`src/rtl/envelope_gen.sv`:
```
// ADSR amplitude envelope: gates on keycode != 0, scales samples around midscale 128.
// Optional ENV_RETRIGGER_EN: a nonzero-to-nonzero key change restarts the attack from 0.
module envelope_gen #(
  parameter int unsigned TICK_DIV     = 16,
  parameter int unsigned ATTACK_STEP  = 4,
  parameter int unsigned DECAY_STEP   = 2,
  parameter int unsigned SUSTAIN_LVL  = 160,
  parameter int unsigned RELEASE_STEP = 1
) (
  input  logic       clk,
  input  logic       n_rst,
  input  logic       en,
  input  logic [3:0] keycode,
  input  logic       sample_now,
  input  logic [7:0] sample_i,
  output logic [7:0] sample_o,
  output logic [7:0] env_level,
  output logic       active
);

  localparam int unsigned     PRE_W   = (TICK_DIV > 1) ? $clog2(TICK_DIV) : 1;
  localparam logic [PRE_W-1:0] PRE_MAX = PRE_W'(TICK_DIV - 1);
  localparam logic [8:0]      ATK_9   = 9'(ATTACK_STEP);
  localparam logic [8:0]      DEC_9   = 9'(DECAY_STEP);
  localparam logic [8:0]      REL_9   = 9'(RELEASE_STEP);
  localparam logic [8:0]      SUS_9   = 9'(SUSTAIN_LVL);
  localparam logic [7:0]      SUS_8   = 8'(SUSTAIN_LVL);

  typedef enum logic [2:0] {
    ST_IDLE    = 3'd0,
    ST_ATTACK  = 3'd1,
    ST_DECAY   = 3'd2,
    ST_SUSTAIN = 3'd3,
    ST_RELEASE = 3'd4
  } state_t;

  state_t             state_r, state_nx_s;
  logic [7:0]         level_r, level_nx_s;
  logic [PRE_W-1:0]   pre_r, pre_nx_s;
  logic [3:0]         key_r;
  logic               tick_s, gate_s, retrig_s;
  logic [8:0]         atk_sum_s, dec_dif_s, rel_dif_s;
  logic signed [17:0] samp_ext_s, lvl_ext_s, prod_s;
  logic [7:0]         scaled_s;
  logic               unused_prod_s;

  assign gate_s    = (keycode != 4'd0);
  assign atk_sum_s = {1'b0, level_r} + ATK_9;
  assign dec_dif_s = {1'b0, level_r} - DEC_9;
  assign rel_dif_s = {1'b0, level_r} - REL_9;

`ifdef ENV_RETRIGGER_EN
  assign retrig_s = (key_r != 4'd0) && gate_s && (keycode != key_r);
`else
  logic unused_key_s;
  assign unused_key_s = ^key_r;
  assign retrig_s     = 1'b0;
`endif

  // Prescaler: counts sample_now strobes and emits one tick every TICK_DIV of them.
  always_comb begin
    pre_nx_s = pre_r;
    tick_s   = 1'b0;
    if (en && sample_now) begin
      if (pre_r == PRE_MAX) begin
        tick_s   = 1'b1;
        pre_nx_s = '0;
      end else begin
        pre_nx_s = pre_r + PRE_W'(1);
      end
    end else begin
      pre_nx_s = pre_r;
    end
  end

  // Envelope FSM: gate/retrigger changes take precedence over any level step.
  always_comb begin
    state_nx_s = state_r;
    level_nx_s = level_r;
    if (!en) begin
      state_nx_s = state_r;
      level_nx_s = level_r;
    end else begin
      case (state_r)
        ST_IDLE: begin
          level_nx_s = 8'd0;
          if (gate_s) state_nx_s = ST_ATTACK;
          else        state_nx_s = ST_IDLE;
        end
        ST_ATTACK: begin
          if (!gate_s) begin
            state_nx_s = ST_RELEASE;
          end else if (retrig_s) begin
            state_nx_s = ST_ATTACK;
            level_nx_s = 8'd0;
          end else if (level_r == 8'd255) begin
            state_nx_s = ST_DECAY;
          end else if (tick_s) begin
            if (atk_sum_s >= 9'd255) begin
              level_nx_s = 8'd255;
              state_nx_s = ST_DECAY;
            end else begin
              level_nx_s = atk_sum_s[7:0];
            end
          end else begin
            level_nx_s = level_r;
          end
        end
        ST_DECAY: begin
          if (!gate_s) begin
            state_nx_s = ST_RELEASE;
          end else if (retrig_s) begin
            state_nx_s = ST_ATTACK;
            level_nx_s = 8'd0;
          end else if (level_r <= SUS_8) begin
            // Also covers SUSTAIN_LVL = 255, where decay has nothing to do.
            level_nx_s = SUS_8;
            state_nx_s = ST_SUSTAIN;
          end else if (tick_s) begin
            if (dec_dif_s[8] || (dec_dif_s <= SUS_9)) begin
              level_nx_s = SUS_8;
              state_nx_s = ST_SUSTAIN;
            end else begin
              level_nx_s = dec_dif_s[7:0];
            end
          end else begin
            level_nx_s = level_r;
          end
        end
        ST_SUSTAIN: begin
          if (!gate_s) begin
            state_nx_s = ST_RELEASE;
          end else if (retrig_s) begin
            state_nx_s = ST_ATTACK;
            level_nx_s = 8'd0;
          end else begin
            level_nx_s = SUS_8;
          end
        end
        ST_RELEASE: begin
          if (gate_s) begin
            state_nx_s = ST_ATTACK;
          end else if (level_r == 8'd0) begin
            state_nx_s = ST_IDLE;
          end else if (tick_s) begin
            if (rel_dif_s[8] || (rel_dif_s == 9'd0)) begin
              level_nx_s = 8'd0;
              state_nx_s = ST_IDLE;
            end else begin
              level_nx_s = rel_dif_s[7:0];
            end
          end else begin
            level_nx_s = level_r;
          end
        end
        default: begin
          state_nx_s = ST_IDLE;
          level_nx_s = 8'd0;
        end
      endcase
    end
  end

  // Arithmetic shift floors, so at full level sample 255 maps to 254 and sample 0 to 0.
  assign samp_ext_s    = $signed({10'd0, sample_i}) - 18'sd128;
  assign lvl_ext_s     = $signed({10'd0, level_r});
  assign prod_s        = samp_ext_s * lvl_ext_s;
  assign scaled_s      = 8'd128 + prod_s[15:8];
  assign unused_prod_s = ^{prod_s[17:16], prod_s[7:0]};

  // State, level, prescaler, stored key and output sample registers.
  always_ff @(posedge clk) begin
    if (!n_rst) begin
      state_r  <= ST_IDLE;
      level_r  <= 8'd0;
      pre_r    <= '0;
      key_r    <= 4'd0;
      sample_o <= 8'd128;
    end else begin
      state_r <= state_nx_s;
      level_r <= level_nx_s;
      pre_r   <= pre_nx_s;
      if (en) begin
        key_r    <= keycode;
        sample_o <= scaled_s;
      end else begin
        key_r    <= key_r;
        sample_o <= 8'd128;
      end
    end
  end

  assign env_level = level_r;
  assign active    = (state_r != ST_IDLE);

endmodule

```
`config.mk`:
```
export PLATFORM = sky130hd
export DESIGN_NAME = envelope_gen
export DESIGN_NICKNAME = d
export VERILOG_FILES = /design/src/rtl/envelope_gen.sv
export SDC_FILE = /design/constraint.sdc
export NUM_CORES = 1
export LEC_CHECK = 0
export ABC_AREA = 1
export ABC_CLOCK_PERIOD_IN_PS = 6600
export BUFFER_PORTS_ARGS = -buffer_cell sky130_fd_sc_hd__buf_2
export CAP_MARGIN = 20
export CELL_PAD_IN_SITES_DETAIL_PLACEMENT = 1
export CELL_PAD_IN_SITES_GLOBAL_PLACEMENT = 1
export CORE_MARGIN = 2
export CORE_UTILIZATION = 35
export CTS_BUF_LIST = sky130_fd_sc_hd__clkbuf_4 sky130_fd_sc_hd__clkbuf_8
export DETAILED_ROUTE_END_ITERATION = 8
export PLACE_DENSITY_LB_ADDON = 0.1
export SKIP_LAST_GASP = 1
export SLEW_MARGIN = 15
export SYNTH_ARGS = -nofsm -noshare
export SYNTH_HDL_FRONTEND = slang
export SYNTH_SLANG_ARGS = --single-unit
export TNS_END_PERCENT = 30
```
`constraint.sdc`:
```
create_clock -name clk -period 6.6 [get_ports clk]
set_input_delay 1.65 -clock clk [delete_from_list [all_inputs] [get_ports clk]]
set_output_delay 1.65 -clock clk [all_outputs]
set_load 0.05 [all_outputs]
```
After elaboration in Yosys (flattened, before gate mapping)

Cells that the tools add are included.
W data, S select, Z words.

Register bits: 23
Input bits: 16
Output and inout port bits: 17
Word-level logic and storage cells: 79

Add/subtract/negate cells: 6
Multiply operators: 1
Order comparisons: 3
Equal/unequal tests: 22
Multiplexer cells: 32
Reductions and logical operators: 11

Operators by type and width:

| cell                  | count |
|---|---|
| $mux W8               | 13 |
| $mux W3               | 13 |
| $pmux W8 S4           | 1 |
| $ne A4 B4 Y1 const B  | 6 |
| $ne A2 B2 Y1 const B  | 9 |
| $mul A9 B9 Y16        | 1 |
| $pmux W3 S5           | 1 |
| $reduce_and A10 Y1    | 1 |
| $add A8 B3 Y9 const B | 1 |
| $ge A9 B8 Y1 const B  | 1 |
| $le A9 B8 Y1 const B  | 1 |
| $logic_not A9 Y1      | 1 |
| $sub A8 B1 Y9 const B | 1 |
| $sub A8 B2 Y9 const B | 1 |
| $sub A8 B8 Y9 const B | 1 |
| $add A8 B8 Y8 const A | 1 |
| $eq A8 B8 Y1 const B  | 1 |
| $le A8 B8 Y1 const B  | 1 |
| $logic_not A8 Y1      | 1 |
| $reduce_and A8 Y1     | 1 |
| $eq A3 B2 Y1 const B  | 2 |
| $add A4 B1 Y4 const B | 1 |
| $eq A4 B4 Y1 const B  | 1 |
| $mux W4               | 1 |
| other kinds (10)      | 13 |

Depth between registers and ports, before layout

Gate-level depths: netlist (run 1).

Word-level depth: 8
Depth in mapped cells: 21
Mapped depth without buffers: 19

Worst setup path before layout (run 1)

OpenSTA, ideal clock, no wires.

Kind: input to register
Start point: input sample_i[7]
End point: register sample_o[7]
Setup time: 123 ps
Data arrival time: 5409 ps
Required time: 6477 ps
Setup slack: 1068 ps
Stages on the path: 18
Buffers on the path: 0
Cell sequence: nor2_1 -> inv_1 -> fa_1 -> inv_1 -> fa_1 -> fa_1 -> inv_1 -> fa_1 -> inv_1 -> ha_1 -> a21oi_1 -> inv_1 -> a21oi_1 -> inv_1 -> a221oi_1 -> nand2_1 -> nand2_1 -> nand3_1

Cells in the longest elaborated chain, start to end: 3

RTL lines:

| item                 | line | text |
|---|---|---|
| from (decl)          | 15   | `input logic [7:0] sample_i,` |
| $sub A8 B8 Y9        | 165  | `assign samp_ext_s = $signed({10'd0, sample_i}) - 18'sd128;` |
| $mul A9 B9 Y16       | 167  | `assign prod_s = samp_ext_s * lvl_ext_s;` |
| $add A8 B8 Y8        | 168  | `assign scaled_s = 8'd128 + prod_s[15:8];` |
| to (signal assigned) | 185  | `sample_o <= scaled_s;` |
| to (decl)            | 16   | `output logic [7:0] sample_o,` |

No other way between the ends.
A chain may end at the register's enable or synchronous reset.

Worst setup path in the final report (run 1)

Ends and elaborated chain as after synthesis.

==> results of run 1 <==
==> Yosys cell counts (all sizes together) <==
library cell  count
buf              10
nand3b            1
o211ai            1
dfxtp            23
o21bai            2
nand4            11
a32oi             1
fa               50
a211oi            1
a21oi            36
xnor2             7
or2               1
clkinv            1
clkbuf            8
nand3            44
o21ai            15
nor3              9
nor4              4
ha               40
nor2             50
o21a              1
a221oi            1
inv             158
xor2              5
nand2           170
==> cells in the final DEF (no fill, tap or decap), types with 4 or more instances in the layout <==
cell type / n
nand3_2: 8
buf_2: 32
nand2_1: 160
nand3_1: 36
inv_1: 148
nor2_4: 4
xor2_1: 5
buf_4: 8
dfxtp_1: 23
o21ai_0: 11
xnor2_1: 7
nor2_1: 38
nand4_1: 8
nor3_1: 6
inv_2: 8
a21oi_1: 33
nand2_2: 7
fa_1: 50
ha_1: 40
nor2_2: 6
==> worst register-to-register path: cells and delay by family (launching register included) <==
| family | cells | cell delay, ns |
|---|---|---|
| flops | 1 | 0.35 |
| fa+ha+maj | 5 | 2.48 |
| compound gates | 3 | 0.78 |
| simple gates | 4 | 0.43 |
| buf+inv | 7 | 0.62 |
==> cell families after synthesis <==
| group | synth area share, % |
|---|---|
| XOR/XNOR | 2.29 |
| AND/OR/NAND/NOR | 30.9 |
| AO/OA/AOI/OAI | 7.26 |
| adder cells (fa/ha/maj) | 32.8 |
| buffers and inverters | 16.7 |
| flip-flops | 10.0 |
==> path summary, 6_finish.rpt <==
kind / startpoint / to / slack [ns] / cells past startpoint
max: sample_i[7] / sample_o[7] / 0.84 / 19
min reg2reg: pre_r[2] / pre_r[2] / 0.50 / 2
min: pre_r[2] / pre_r[2] / 0.50 / 2
max reg2reg: env_level[1] / sample_o[7] / 1.84 / 19
==> power by group <==
part | internal, mW | total, mW | switching (mW)
combinational | 0.140 | 0.433 | 0.293
clock | 0.0425 | 0.0969 | 0.0544
sequential | 0.151 | 0.162 | 0.0106
==> through the flow <==
stage	instances	hold slack, ns
3_3_place_gp	844	0.476
4_1_cts	848	0.502
6_report	848	0.499
2_1_floorplan	650	0.455
5_1_grt	848	0.534
3_5_place_dp	844	0.487
==> cell type report <==
class,count,area (um2)
flip-flops and latches,23,460
clock buffers,3,41.3
clock inverters,1,5.00
inverters,159,602
repair buffers,40,220
fillers,1708,7820
well taps,172,215
multi-input cells,450,3360
==> sequential cells by signal, indices dropped and copies added (netlist names) <==
| register | flops |
|---|---|
| env_level | 8 |
| sample_o | 8 |
| pre_r | 4 |
| state_r | 3 |
==> per-layer routing <==
layer  global-route usage, %  up-vias
met5                       0        -
met4                    3.72        0
met3                    1.64        4
met2                    28.7       47
met1                    28.2     1980
li1                        -     2015
==> results.cfg, run 1 <==
[route]
met1Wirelength_mm = 6.35
top_layer_used = met4
drt_iter0_markers = 176
num_vias = 4046
routed_wl_mm = 12.5
ant_nets = 0
drcViolationCount = 0
wl_met2_mm = 5.63
wire_per_inst_um = 14.7
drtPass1Iterations = 4
avgViaCountPerCell = 4.77
wl_met3_um = 398

[status]
status = completed

[clock_network]
tritoncts = built
cts_htree_levels = 1
clkLatencyLatePin_ns = 0.28
clockBufferDepth = 2
cts_root_buf = clkbuf_8
clk_pin_slew_ns = 0.09
cts_setup_buffers = 0
cts.sinks = 23
cts_resized = 0
ctsHoldBuffers = 0
cts_buffers = 3

[floorplan]
die_area_um2 = 14000
die_w_um = 118
start_util_pct = 36.0
ios = 33
core-area_um2 = 12700
num_rows = 41
die_h_um = 118

[pwr]
power_density_nw_per_um2 = 141
peakVddDrop_mv = 0.0550
leakage_nw = 2.82
p_total_mw = 0.692

[layout]
antenna_cells = 0
final_util_pct = 38.5
fin_nets = 783
final_layout_size_suffix_gt1_share_pct = 14.2
stdcell_area_um2 = 4900
syn_to_final_growth_pct = 6.93

[yosys]
synthDistinctLibCells = 45
avgSynthCellArea_um2 = 7.05
syn_area_um2 = 4580
synth_area_leaders = fa_1 22%, nand2_1 13%, inv_1 12%
yosys.area.top_type_share_pct = 21.8
ys_seq_area_share_pct = 10.0
yosys_warnings = 0
syn-num-nets = 756
synthesis.instances = 650
yosys.area.top_type = fa_1
ys_ff_latch = 23

[sta]
fin_crit_sh_pct = 87.3
worst_pin_slew_ns = 0.631
period_minus_slack_ns = 5.76
slew_headroom_pct = 57.9
fin_ws_ns = 0.838
maxClockFrequency_ghz = 0.174
final.setup.tns_ns = 0
rsz0062_at_grt = false
hold_viol_final = 0
setup-violations-final = 0
finalClockSkew_ns = 0.00269
drv_slew = 0

[setup_path]
startpoint_type = input port
cpMostUsedCell = inv_1
crit_path_end_kind = register
cp_data_arrival_time_ns = 5.93
slowest_delay_ns = 0.63
crit_type = in2reg
cp_max_fo = 6
cp_cell_sequence = buf_2 -> nor2_1 -> inv_1 -> fa_1 -> inv_1 -> fa_1 -> fa_1 -> inv_1 -> fa_1 -> inv_1 -> ha_1 -> a21oi_1 -> inv_1 -> a21oi_1 -> inv_1 -> a221oi_1 -> nand2_1 -> nand2_1 -> nand3_1
worstPathBufferInverterCount = 7
cp_slowest_cell = fa_1
crit_family = adder cells
critPathRequiredTime_ns = 6.77

[global_routing]
overflow = 0
track_usage_pct = 18.6
antenna_found_initial = 0
grt_start_max_net_pins = 20
first_global_vias = 4129
grt_pass1_wl_mm = 21.0

[worst_hold_path]
min_path_type = reg2reg

[placed_design]
placed_cell_area_um2 = 4850
place.gp.congestion = 0.862
post-dp-hpwl_mm = 10.4
io_buffers = 32
place_ws_ns = 0.531

[job]
maxCapViolations = 0
Power figures use the tool's default switching activity.
==> run 2, diff against run 1 <==
Settings changed: CORE_UTILIZATION 35 to 47.
==> results.cfg, run 2 (same netlist as run 1, synthesis figures left out) <==
[route]
drcViolationCount = 0
ant_nets = 0
wire_per_inst_um = 15.2
drtPass1Iterations = 4
routed_wl_mm = 12.2
num_vias = 4085
drt_iter0_markers = 77
avgViaCountPerCell = 5.07

[global_routing]
use_met2_pct = 49.4
busiest_layer = met2
track_usage_pct = 24.8
first_global_vias = 4419
use_met3_pct = 2.78
overflow = 0
antenna_found_initial = 0
grt_pass1_wl_mm = 20.6
grt_start_max_net_pins = 21
use_met1_pct = 28.2

[setup_path]
cp_slowest_cell = fa_1
startpoint_type = input port
cpMostUsedCell = inv_1
critPathRequiredTime_ns = 6.76
cp_max_fo = 6
crit_path_end_kind = register
cp_cell_sequence = buf_2 -> nor2_1 -> inv_1 -> fa_1 -> inv_1 -> fa_1 -> fa_1 -> inv_1 -> fa_1 -> inv_1 -> ha_1 -> a21oi_1 -> inv_1 -> a21oi_1 -> inv_1 -> a221oi_1 -> nand2_1 -> nand2_1 -> nand3_1
cp_data_arrival_time_ns = 5.88
crit_type = in2reg
slowest_delay_ns = 0.61

[clock_network]
cts_buffers = 3
clockBufferDepth = 2
cts_setup_buffers = 0
clk_pin_slew_ns = 0.10
cts.sinks = 23
cts_root_buf = clkbuf_8
cts_resized = 0
clkLatencyLatePin_ns = 0.27
cts_htree_levels = 1
ctsHoldBuffers = 0
tritoncts = built

[sta]
finalClockSkew_ns = 0.00499
worst_pin_slew_ns = 0.989
slew_headroom_pct = 34.0
rsz0062_at_grt = false
drv_slew = 0
hold_viol_final = 0
whs_ns = 0.495
fin_crit_sh_pct = 86.8
period_minus_slack_ns = 5.73
final.setup.tns_ns = 0
setup-violations-final = 0
maxClockFrequency_ghz = 0.175

[placed_design]
place.gp.congestion = 0.855
post-dp-hpwl_mm = 10.5
io_buffers = 32

[floorplan]
die_area_um2 = 10600
start_util_pct = 47.5
num_rows = 36
die_w_um = 103
core-area_um2 = 9640
die_h_um = 103
ios = 33

[layout]
syn_to_final_growth_pct = 5.27
antenna_cells = 0
final_layout_size_suffix_gt1_share_pct = 13.7
final_common_cell = nand2_1
fin_nets = 779
mostFrequentLayoutCells = 160 x nand2_1, 148 x inv_1, 50 x fa_1, 40 x ha_1, 38 x nor2_1

[worst_hold_path]
min_path_type = reg2reg

[status]
status = completed

[pwr]
leakage_nw = 2.79
power_density_nw_per_um2 = 143
peakVddDrop_mv = 0.125
p_total_mw = 0.691

[job]
maxCapViolations = 0
## run 2: per-stage QoR
step	worst slack [ns]	instance area, um2	cells	utilization [%]
5_1_grt	0.518	4820	805	50.1
2_1_floorplan	1.07	4580	650	-
3_3_place_gp	0.745	4780	801	49.5
6_report	0.874	4820	805	50.1
3_5_place_dp	0.559	4780	801	49.5
4_1_cts	0.851	4820	805	50.1
## run 2: power breakdown
group / internal [mW] / total, mW / switching (mW) / leakage, nW
Clock: 0.0428 / 0.0967 / 0.0539 / 0.0217
Combinational: 0.139 / 0.424 / 0.285 / 2.58
Sequential: 0.151 / 0.171 / 0.0194 / 0.187
Total: 0.333 / 0.691 / 0.358 / 2.79
## run 2: final timing paths
path	cells past startpoint	endpoint	slack, ns	from
worst max-delay path	19	sample_o[7]	0.87	sample_i[7]
worst min-delay path	2	pre_r[2]	0.49	pre_r[2]
worst max register to register	19	sample_o[7]	1.33	env_level[1]
worst min register to register	2	pre_r[2]	0.49	pre_r[2]
## run 2: cell type report
type / instances / area, um2
clock buffers: 3 / 41.3
clock inverters: 1 / 7.51
fillers: 1330 / 4810
inverters: 159 / 602
multi-input cells: 450 / 3360
flip-flops and latches: 23 / 460
well taps: 133 / 166
repair buffers: 36 / 190
## run 2: critical path, delay by kind of cell
kind            cells  cell delay (ns)
compound gates      3             0.76
fa+ha+maj           5             2.46
buf+inv             7             0.59
simple gates        4             0.42
## run 2: layer usage
layer / wire (um) / up-vias / share of wire, %
met4: 261 / 0 / 2.1
li1: - / 2009 / -
met1: 5020 / 1994 / 41
met2: 6610 / 64 / 54
met5: 0 / - / 0
met3: 320 / 18 / 2.6
==> run 3, diff against run 2 <==
Settings changed: ABC_AREA 1 to default, ABC_CLOCK_PERIOD_IN_PS 6600 to 6200, CORE_UTILIZATION 47 to 48, SKIP_CTS_REPAIR_TIMING from default to 1.
Clock period 6.6 ns to 6.2 ns, I/O delays scaled along.
==> results.cfg, run 3 <==
[sta]
period_minus_slack_ns = 5.83
rsz0062_at_grt = false
slew_headroom_pct = 36.2
drv_slew = 0
maxClockFrequency_ghz = 0.172
hold_viol_final = 0
finalClockSkew_ns = 0.0133
final.setup.tns_ns = 0
setup-violations-final = 0
fin_crit_sh_pct = 94.0
worst_pin_slew_ns = 0.955

[setup_path]
cp_data_arrival_time_ns = 6.00
crit_type = in2reg
cp_max_fo = 8
critPathRequiredTime_ns = 6.37
startpoint_type = input port
crit_path_end_kind = register

[clock_network]
clkLatencyLatePin_ns = 0.28
cts_htree_levels = 1
clk_pin_slew_ns = 0.09
cts_buffers = 3
clockBufferDepth = 2
tritoncts = built
cts.sinks = 23
cts_root_buf = clkbuf_8

[placed_design]
placed_cell_area_um2 = 4320
post-dp-hpwl_mm = 9.00
place.gp.congestion = 0.938
io_buffers = 32

[yosys]
synth_compound_area_share_pct = 16.1
synth_xor_area_share_pct = 4.68
synthesis.instances = 495
synthSimpleGateAreaFrac_pct = 20.4
yosys.area.top_type_share_pct = 24.3
syn_area_um2 = 4120
syn-num-nets = 601
avgSynthCellArea_um2 = 8.32
yosysMostFrequentCell = inv_1
ys_seq_area_share_pct = 11.2
synth.top_cells.by_count = 83 x inv_1, 50 x fa_1, 40 x and2_1, 40 x ha_1, 31 x nand2_1
synth_area_leaders = fa_1 24%, ha_1 12%, dfxtp_1 11%
synth_ff_type = dfxtp_1
synthMuxAreaShare_pct = 0.486
synthDistinctLibCells = 63
ys_ff_latch = 23
synthAdderAreaFrac_pct = 36.5
yosys_warnings = 0
synthArstFlopShare_pct = 0
synth_edf_count = 0
yosys.area.top_type = fa_1
synth_top_family_by_area = adder cells

[pwr]
switching_share_pct = 45.5
p_int_mw = 0.313
p_sw_mw = 0.261
p_seq_share_pct = 30.3
power_density_nw_per_um2 = 132
leakage_nw = 2.12
peakVddDrop_mv = 0.0826
clkPwrFrac_pct = 16.9
p_comb_share_pct = 52.8

[floorplan]
ios = 33
die_h_um = 96.6
die_w_um = 96.6
core-area_um2 = 8260
start_util_pct = 49.9
num_rows = 33
die_area_um2 = 9340

[layout]
syn_to_final_growth_pct = 6.05
final_layout_size_suffix_gt1_share_pct = 8.53
fin_nets = 623
mostFrequentLayoutCells = 83 x inv_1, 50 x fa_1, 40 x and2_1, 40 x ha_1, 32 x buf_2
stdcell_area_um2 = 4370
antenna_cells = 0
final_common_cell = inv_1

[route]
num_vias = 3567
drtPass1Iterations = 4
ant_nets = 0
drt_iter0_markers = 96
avgViaCountPerCell = 5.74
drcViolationCount = 0
routed_wl_mm = 11.0
wire_per_inst_um = 17.7

[job]
maxCapViolations = 0

[global_routing]
grt_pass1_wl_mm = 18.9
overflow = 0
first_global_vias = 3915
antenna_found_initial = 0
grt_start_max_net_pins = 26
track_usage_pct = 24.5

[worst_hold_path]
min_path_type = reg2reg

[status]
status = completed
[run 3: routing by layer]
layer  share of wire [%]  vias to the layer above  global-route usage, %
li1                    -                     1691                      -
met3                 1.6                        9                   1.30
met2                  55                       49                   47.3
met5                   0                        -                      0
met4                 1.2                        0                   5.74
met1                  42                     1818                   29.5
[run 3: power groups by stage]
stage	Clock (mW)	Sequential, mW	Combinational [mW]
3_3_place_gp	0	0.176	0.291
3_5_place_dp	0	0.178	0.306
4_1_cts	0.101	0.174	0.308
2_1_floorplan	0	0.192	0.214
5_1_grt	0.108	0.177	0.345
6_report	0.0970	0.174	0.303
[run 3: area by class of cell]
cell class	count	area (um2)
Inverter	84	315
Tap cell	105	131
Fill cell	1025	3890
Multi-Input combinational cell	368	3220
Sequential cell	23	460
Clock inverter	1	5.00
Clock buffer	3	41.3
Timing Repair Buffer	37	198
[run 3: through the flow]
| stage | std cells | setup slack, ns | hold slack (ns) | util [%] | power (mW) |
|---|---|---|---|---|---|
| after floorplan | 495 | 0.444 | 0.466 | - | 0.406 |
| after global placement | 617 | 0.180 | 0.484 | 52.3 | 0.468 |
| after global routing | 621 | 0.148 | 0.552 | 52.9 | 0.630 |
| after CTS | 621 | 0.366 | 0.515 | 52.9 | 0.583 |
| final | 621 | 0.372 | 0.509 | 52.9 | 0.574 |
| after detailed placement | 617 | 0.0528 | 0.502 | 52.3 | 0.484 |
[run 3: kinds of logic after synthesis]
| logic type | after synthesis |
|---|---|
| flip-flops | 23 |
| XOR/XNOR | 22 |
| AND/OR/NAND/NOR | 157 |
| buffers and inverters | 104 |
| adder cells (fa/ha/maj) | 90 |
| multiplexers | 2 |
| AO/OA/AOI/OAI | 97 |
[run 3: path summary, 6_finish.rpt]
kind | startpoint | to | slack [ns] | cells after the start
worst max-delay path | sample_i[7] | sample_o[7] | 0.37 | 16
worst min-delay path | pre_r[1] | pre_r[1] | 0.51 | 2
worst max register to register | env_level[2] | sample_o[7] | 1.00 | 15
worst min register to register | pre_r[1] | pre_r[1] | 0.51 | 2
[run 3: worst max-delay path, cell delays in order]
cell and delay, ns:
buf_2 0.13, nand2b_1 0.25, fa_1 0.55, fa_1 0.56
inv_1 0.05, fa_1 0.48, inv_1 0.05, fa_1 0.53
inv_1 0.05, ha_1 0.34, a21oi_1 0.22, o21bai_1 0.10
a221o_1 0.35, o41a_1 0.35, o21ai_1 0.11, or3b_1 0.34
